==> src/rtl/uart_tx_arbiter.sv <==
// Two-requester, message-atomic arbiter in front of a single uart_tx.
// Ownership lasts from grant until the owner's end-of-message byte is forwarded or it times out.
module uart_tx_arbiter #(
    parameter logic [7:0] EOM_BYTE = 8'h0A,
    parameter int         TIMEOUT  = 1024
) (
    input  logic       clk,
    input  logic       rst_n,
    input  logic       u_require,
    output logic [7:0] u_data,
    output logic       u_valid,
    input  logic       req0,
    output logic       require0,
    input  logic [7:0] data0,
    input  logic       valid0,
    input  logic       req1,
    output logic       require1,
    input  logic [7:0] data1,
    input  logic       valid1,
    output logic [1:0] grant,
    output logic       timeout_err
);
    localparam int CNT_W = $clog2(TIMEOUT) + 1;
    localparam logic [CNT_W-1:0] CNT_LAST = CNT_W'(TIMEOUT - 1);

    typedef enum logic {IDLE, GRANT} state_t;

    state_t           state;
    logic             pending;
    logic             waiting;
    logic             prio1;
    logic [CNT_W-1:0] wait_cnt;
    logic             g_valid;
    logic [7:0]       g_data;

    // Byte strobe and data of whichever requester currently owns the uart.
    always_comb begin
        g_valid = 1'b0;
        g_data  = 8'h00;
        if (grant[0]) begin
            g_valid = valid0;
            g_data  = data0;
        end else if (grant[1]) begin
            g_valid = valid1;
            g_data  = data1;
        end
    end

    always_ff @(posedge clk) begin
        if (!rst_n) begin
            state       <= IDLE;
            grant       <= 2'b00;
            u_data      <= 8'h00;
            u_valid     <= 1'b0;
            require0    <= 1'b0;
            require1    <= 1'b0;
            timeout_err <= 1'b0;
            pending     <= 1'b0;
            waiting     <= 1'b0;
            wait_cnt    <= '0;
            prio1       <= 1'b0;
        end else begin
            u_valid     <= 1'b0;
            require0    <= 1'b0;
            require1    <= 1'b0;
            timeout_err <= 1'b0;
            if (state == IDLE) begin
                // A uart request seen with no owner is held for the next grant.
                if (u_require)
                    pending <= 1'b1;
                if (req0 || req1) begin
                    state <= GRANT;
                    if (req0 && (!prio1 || !req1))
                        grant <= 2'b01;
                    else
                        grant <= 2'b10;
                end
            end else begin
                if (!waiting) begin
                    if (u_require || pending) begin
                        require0 <= grant[0];
                        require1 <= grant[1];
                        waiting  <= 1'b1;
                        wait_cnt <= '0;
                        pending  <= 1'b0;
                    end
                end else if (g_valid) begin
                    u_data  <= g_data;
                    u_valid <= 1'b1;
                    waiting <= 1'b0;
                    if (g_data == EOM_BYTE) begin
                        state <= IDLE;
                        grant <= 2'b00;
                        prio1 <= grant[0];
                    end
                end else if (wait_cnt == CNT_LAST) begin
                    // Owner went silent: drop it and carry the uart's request forward.
                    timeout_err <= 1'b1;
                    state       <= IDLE;
                    grant       <= 2'b00;
                    prio1       <= grant[0];
                    pending     <= 1'b1;
                    waiting     <= 1'b0;
                end else begin
                    wait_cnt <= wait_cnt + 1'b1;
                end
            end
        end
    end
endmodule

==> config.mk <==
export PLATFORM = sky130hd
export DESIGN_NAME = uart_tx_arbiter
export DESIGN_NICKNAME = d
export VERILOG_FILES = /design/src/rtl/uart_tx_arbiter.sv
export SDC_FILE = /design/constraint.sdc
export NUM_CORES = 1
export LEC_CHECK = 0
export CAP_MARGIN = 0
export CORE_ASPECT_RATIO = 1.75
export CORE_UTILIZATION = 50
export DETAILED_ROUTE_END_ITERATION = 6
export GPL_TIMING_DRIVEN = 0
export PLACE_DENSITY = 0.86
export SLEW_MARGIN = 20
export SYNTH_ARGS = -nofsm -noshare
export SYNTH_HDL_FRONTEND = slang
export SYNTH_SLANG_ARGS = --single-unit
==> constraint.sdc <==
create_clock -name clk -period 3.32 [get_ports clk]
set_input_delay 0.83 -clock clk [delete_from_list [all_inputs] [get_ports clk]]
set_output_delay 0.83 -clock clk [all_outputs]
set_load 0.03 [all_outputs]
==> metrics, run 1 <==
Hold Crit Class=reg2reg; Clock Path Buffers=2; Setup Buffers After CTS=0; Post-DP Area=0.00195 mm²; Peak Freq=421 MHz; Core Area=0.00293 mm²; antenna violations before repair=0; largest net degree at the start of global routing=11; CTS tree=built; detailed router's first-iteration violation count=73; CTS Buf Count=5; fraction of registers with async set/reset=0%; Non-Filler Instances=251; Boundary Pins=37; Final Critical Period=2380 ps; Worst Skew=6.00 ps; post-layout util=69.6%; die height=75.8 µm; Area growth syn-to-layout=31.0%; # resized after CTS=0; fraction of layout cells with a size suffix above 1=9.87%; Distinct cells, synth=49; Post-synth EDFFs=0; drt first pass iters=4; GRT Overall Usage=28.7%; DR vias=1642; row count=26; Lkg Pwr=0.799 nW; max incr delay on CP=740 ps; wire per inst=17.5 µm; Starting Density=53.1%; Die ar.=0.00335 mm²; Setup crit start=grant[1]$_SDFFE_PN0P_; total wire length=4400 µm; NumNets Final=246; post-synthesis net count=203; crit path launch type=flip-flop; die width=44.2 µm; WP buf/inv=1; period utilization=71.5%; Cell Chain, Critical Path=clkdlybuf4s50_1; pre-CTS setup slack=745 ps; Slew @ Worst Pin=688 ps; status=finished, final reports clean; Residual DRC=0; clk slew on worst S/H paths=70 ps; routed vias/inst=6.54; Seq/Total Area, Yosys=37.3%; slowest stage cell on the critical path=clkdlybuf4s50_1; FF-to-FF End=wait_cnt[4]$_SDFFE_PN0P_; Worst Reg-to-Reg Cells=6; crit path DAT=1550 ps; CTS H-tree lvls=2; headroom to the max-slew limit=53.9%; CTS sink count=29; Max-Cap Viols=0; final setup vio count=0; final worst setup slack=945 ps; power density cells=378 mW/mm²; Antenna Nets Post-Route=0; Worst R2R Start=wait_cnt[0]$_SDFFE_PN0P_; Post-Syn Area=0.00156 mm²; Post-CTS Hold Buffers=0; Root Driver=clkbuf_8; Post-Syn Area per Cell=8.69 µm²; Final Hold Fails=0; final setup TNS=0 ps; YS warnings=0; Levels on crit path=1; latest clock arrival within the worst-skew pair=290 ps; DP HPWL=3270 µm; RSZ-0062 raised after global routing=false; Setup crit end=grant[1]; antenna cell count=0; critical path type=reg2out; Crit path max-delay family=buffers and inverters; number of synthesized register bits=29; Final Cell Area=0.00204 mm²; PortBufs=36; R2R Setup Slk=1450 ps; final weighted congestion in routability-driven placement=0.869; dominant synthesized flop cell=dfxtp_1; first-pass GRT wire length=7040 µm; Worst Path Max Fanout=9; crit end category=output pin; Syn Inst Count=179; CP required=2490 ps; Slew Limit Fails=0; VDD IR max=0.294 mV; Placed Cells=243; vias in the first global route=1567; total congestion overflow=0
worst min path at each step:
stage | from | end | slack [ps] | cells past startpoint
4_1_cts | wait_cnt[10]$_SDFFE_PN0P_ | wait_cnt[10]$_SDFFE_PN0P_ | 460 | 1
2_1_floorplan | wait_cnt[10]$_SDFFE_PN0P_ | wait_cnt[10]$_SDFFE_PN0P_ | 440 | 1
6_report | wait_cnt[10]$_SDFFE_PN0P_ | wait_cnt[10]$_SDFFE_PN0P_ | 460 | 1
3_5_place_dp | wait_cnt[10]$_SDFFE_PN0P_ | wait_cnt[10]$_SDFFE_PN0P_ | 450 | 1
3_3_place_gp | wait_cnt[10]$_SDFFE_PN0P_ | wait_cnt[10]$_SDFFE_PN0P_ | 460 | 1
5_1_grt | wait_cnt[10]$_SDFFE_PN0P_ | wait_cnt[10]$_SDFFE_PN0P_ | 480 | 1
layout make-up:
type                            instances  area (µm²)
Tap cell                               28        35.0
Sequential cell                        29         581
Fill cell                             236         891
Clock inverter                          3        17.5
Buffer                                 12        57.6
Inverter                                5        18.8
Multi-Input combinational cell        133         898
Clock buffer                            5        68.8
Timing Repair Buffer                   36         360
cells by family after synthesis:
group | share of synthesized area, %
compound gates | 25.7
flops | 37.3
fa+ha+maj | 0.804
mux | 0.644
buf+inv | 4.91
simple gates | 30.7
cells in the mapped netlist (3+ instances only):
master	n	area share, %
or4_1	3	1.4
nor3_1	3	0.97
nand2_1	16	3.9
clkbuf_1	6	1.4
inv_1	5	1.2
nor2_1	13	3.1
dfxtp_1	29	37
a211o_1	6	3.4
a21oi_1	8	2.6
nor2b_1	3	1.2
and4_1	6	3.4
a22oi_1	6	2.9
nor4_1	4	1.6
a211oi_1	13	6.3
nand3_1	4	1.3
buf_2	4	1.3
and3_1	8	3.2
cell usage in the layout, fill, tap and decap left out, types with 3 or more instances in the layout:
cell	instances
clkdlybuf4s50_1	36
dfxtp_1	29
nor2_1	13
a21oi_1	8
buf_2	4
clkbuf_8	5
a211o_1	6
a22oi_1	6
inv_1	5
nand2_1	16
nor4_1	4
or4_1	3
clkbuf_1	6
and3_1	8
and4_1	6
nor3_1	3
nor2b_1	3
nand3_1	4
a211oi_1	13
layer usage:
layer	GRT usage [%]	up-vias	part of all wire (%)
met4	17.2	0	2.5
met5	0	-	0
met1	28.9	782	38
met2	53.6	67	55
met3	4.27	11	4.7
li1	-	782	-
where the power goes:
| part | leakage, nW | switching (mW) | internal, mW | total, mW |
|---|---|---|---|---|
| combinational | 0.521 | 0.0652 | 0.0516 | 0.117 |
| sequential | 0.235 | 0.00697 | 0.355 | 0.362 |
| clock | 0.0439 | 0.148 | 0.144 | 0.292 |
flip-flops by register name (all words and copies together), names as in the netlist:
register and count:
require0 1, u_data 8, waiting 1, wait_cnt 11, grant 2, pending 1
u_valid 1, require1 1, state 1, prio1 1, timeout_err 1
metrics by stage:
step / total power, mW / hold slack, ps
5_1_grt: 0.793 / 480
3_3_place_gp: 0.480 / 460
6_report: 0.770 / 462
4_1_cts: 0.771 / 463
3_5_place_dp: 0.485 / 455
2_1_floorplan: 0.428 / 441
Note: power is estimated with default switching activity, not from simulation.
==> inputs of run 2 (changes only) <==
--- a/config.mk
+++ b/config.mk
@@ -7,10 +7,10 @@
 export LEC_CHECK = 0
 export CAP_MARGIN = 0
 export CORE_ASPECT_RATIO = 1.75
-export CORE_UTILIZATION = 50
+export CORE_UTILIZATION = 49
 export DETAILED_ROUTE_END_ITERATION = 6
 export GPL_TIMING_DRIVEN = 0
-export PLACE_DENSITY = 0.86
+export PLACE_DENSITY = 0.85
 export SLEW_MARGIN = 20
 export SYNTH_ARGS = -nofsm -noshare
 export SYNTH_HDL_FRONTEND = slang
==> constraint.sdc (replaced) <==
create_clock -name clk -period 2.2 [get_ports clk]
set_input_delay 0.55 -clock clk [delete_from_list [all_inputs] [get_ports clk]]
set_output_delay 0.55 -clock clk [all_outputs]
set_load 0.03 [all_outputs]
==> metrics, run 2 (synthesized netlist as in run 1, its figures left out) <==
Worst R2R Start=wait_cnt[0]$_SDFFE_PN0P_ (unchanged); post-layout util=70.4% (was 69.6%); Slew @ Worst Pin=700 ps (was 688 ps); die height=76.5 µm (was 75.8 µm); CTS H-tree lvls=2 (unchanged); antenna violations before repair=0 (unchanged); Sw Share=24.2% (was 28.5%); pre-CTS setup slack=-134 ps (was 745 ps); Setup Buffers After CTS=0 (unchanged); VDD IR max=0.428 mV (was 0.294 mV); WHS Path Cells=1 (unchanged); power density cells=621 mW/mm² (was 378 mW/mm²); final setup vio count=0 (unchanged); fraction of layout cells with a size suffix above 1=9.42% (was 9.87%); Die ar.=0.00341 mm² (was 0.00335 mm²); slowest stage cell on the critical path=clkdlybuf4s50_1 (unchanged); detailed router's first-iteration violation count=69 (was 73); total wire length=4340 µm (was 4400 µm); Root Driver=clkbuf_8 (unchanged); max reg flops=11 (unchanged); CTS tree=built (unchanged); WP buf/inv=1 (unchanged); vias in the first global route=1673 (was 1567); latest clock arrival within the worst-skew pair=280 ps (was 290 ps); CTS sink count=29 (unchanged); Antenna Nets Post-Route=0 (unchanged); CTS Buf Count=5 (unchanged); crit path DAT=1540 ps (was 1550 ps); headroom to the max-slew limit=53.1% (was 53.9%); antenna cell count=0 (unchanged); P_sw=0.313 mW (was 0.220 mW); DP HPWL=3320 µm (was 3270 µm); Final Critical Period=2090 ps; Worst Path Max Fanout=9 (unchanged); Final Hold Fails=0 (unchanged); FF-to-FF End=wait_cnt[2]$_SDFFE_PN0P_ (was wait_cnt[4]$_SDFFE_PN0P_); NumNets Final=246 (unchanged); biggest regs=wait_cnt (11), u_data (8), grant (2) (unchanged); R2R Setup Slk=330 ps (was 1450 ps); Starting Density=52.5% (was 53.1%); Clock power frac=44.2% (was 37.9%); Cell Chain, Critical Path=clkdlybuf4s50_1 (unchanged); Post-CTS Hold Buffers=0 (unchanged); Worst Skew=4.95 ps (was 6.00 ps); Boundary Pins=37 (unchanged); first-pass GRT wire length=7260 µm (was 7040 µm); DR vias=1642 (unchanged); WHS Endpoint=wait_cnt[10]$_SDFFE_PN0P_ (unchanged); die width=44.6 µm (was 44.2 µm); Worst Reg-to-Reg Cells=7 (was 6); PortBufs=36 (unchanged); Peak Freq=478 MHz; Crit path max-delay family=buffers and inverters (unchanged); RSZ-0062 raised after global routing=false (unchanged); routed vias/inst=6.20 (was 6.54); largest net degree at the start of global routing=11 (unchanged); Residual DRC=0 (unchanged); sequential power share=42.1% (was 46.9%); crit path launch type=flip-flop (unchanged); Clock Path Buffers=2 (unchanged); critical path type=reg2out (unchanged); hold wc startpoint=wait_cnt[10]$_SDFFE_PN0P_ (unchanged); status=finished, final reports clean (unchanged); GRT Overall Usage=27.8% (was 28.7%); wire per inst=16.4 µm (was 17.5 µm); Area growth syn-to-layout=34.0% (was 31.0%); Hold Crit Class=reg2reg (unchanged); commonest non-fill, non-tap cell in the layout=clkdlybuf4s50_1 (unchanged); Core Area=0.00296 mm² (was 0.00293 mm²); max incr delay on CP=740 ps (about the same); drt first pass iters=4 (unchanged); commonest non-fill, non-tap cells in the layout=36 x clkdlybuf4s50_1, 29 x dfxtp_1, 16 x nand2_1, 13 x nor2_1, 13 x a211oi_1 (unchanged); Largest Register=wait_cnt (unchanged); Max-Cap Viols=0 (unchanged); clk slew on worst S/H paths=60 ps (was 70 ps); period utilization=95.0%; final worst setup slack=110 ps (was 945 ps); row count=26 (unchanged); Logic pwr share=13.7% (was 15.2%); # resized after CTS=0 (unchanged); crit end category=output pin (unchanged); Internal Power=0.982 mW (was 0.551 mW); Lkg Pwr=0.814 nW (was 0.799 nW); total congestion overflow=0 (unchanged); CP required=1650 ps (was 2490 ps); final weighted congestion in routability-driven placement=0.860 (was 0.869); Slew Limit Fails=0 (unchanged)
[run 2: changes by cell type in the layout (fill, tap and decap cells not counted), sizes merged]
| cell | previous run | this run |
|---|---|---|
| clkbuf | 11 | 13 |
| clkinv | 2 | 0 |
| bufinv | 0 | 1 |
| clkinvlp | 1 | 0 |
[run 2: worst max-delay path by stage]
| stage | start | end | slack, ps | cells after the start |
|---|---|---|---|---|
| final | grant[1]$_SDFFE_PN0P_ | grant[1] | 110 | 1 |
| after global routing | grant[1]$_SDFFE_PN0P_ | grant[1] | 60 | 1 |
| after CTS | grant[1]$_SDFFE_PN0P_ | grant[1] | 110 | 1 |
| after detailed placement | data1[7] | grant[0]$_SDFFE_PN0P_ | -130 | 5 |
| after global placement | data1[7] | grant[0]$_SDFFE_PN0P_ | -120 | 5 |
| after floorplan | data1[7] | grant[1]$_SDFFE_PN0P_ | 430 | 4 |
[run 2: power groups by stage]
stage	combinational, mW	sequential [mW]	clock, mW
after CTS	0.175	0.546	0.574
after floorplan	0.0812	0.565	0
after global routing	0.188	0.547	0.598
after global placement	0.169	0.556	0
final	0.177	0.546	0.572
after detailed placement	0.174	0.557	0
[run 2: per-stage QoR]
| step | area [µm²] | TNS [ps] | hold slack (ps) | power [mW] | instances |
|---|---|---|---|---|---|
| after global routing | 2080 | 0 | 485 | 1.33 | 265 |
| after CTS | 2080 | 0 | 463 | 1.29 | 265 |
| after floorplan | 1560 | 0 | 441 | 0.646 | 179 |
| final | 2080 | 0 | 461 | 1.30 | 265 |
| after detailed placement | 1970 | -462 | 455 | 0.732 | 257 |
| after global placement | 1970 | -405 | 451 | 0.725 | 257 |
[run 2: layout make-up]
class / count / area, µm²
multi-input cells: 133 / 898
fillers: 218 / 876
flip-flops and latches: 29 / 581
repair buffers: 36 / 360
clock buffers: 7 / 86.3
plain buffers: 12 / 57.6
well taps: 42 / 52.6
clock inverters: 1 / 30.0
inverters: 5 / 18.8
[run 2: layer usage]
metal,part of all wire (%),routed length (µm),vias up,track usage [%]
li1,-,-,782,-
met1,35,1540,774,27.4
met2,57,2460,74,52.2
met3,4.9,213,12,4.03
met4,2.9,128,0,13.3
met5,0,0,-,0
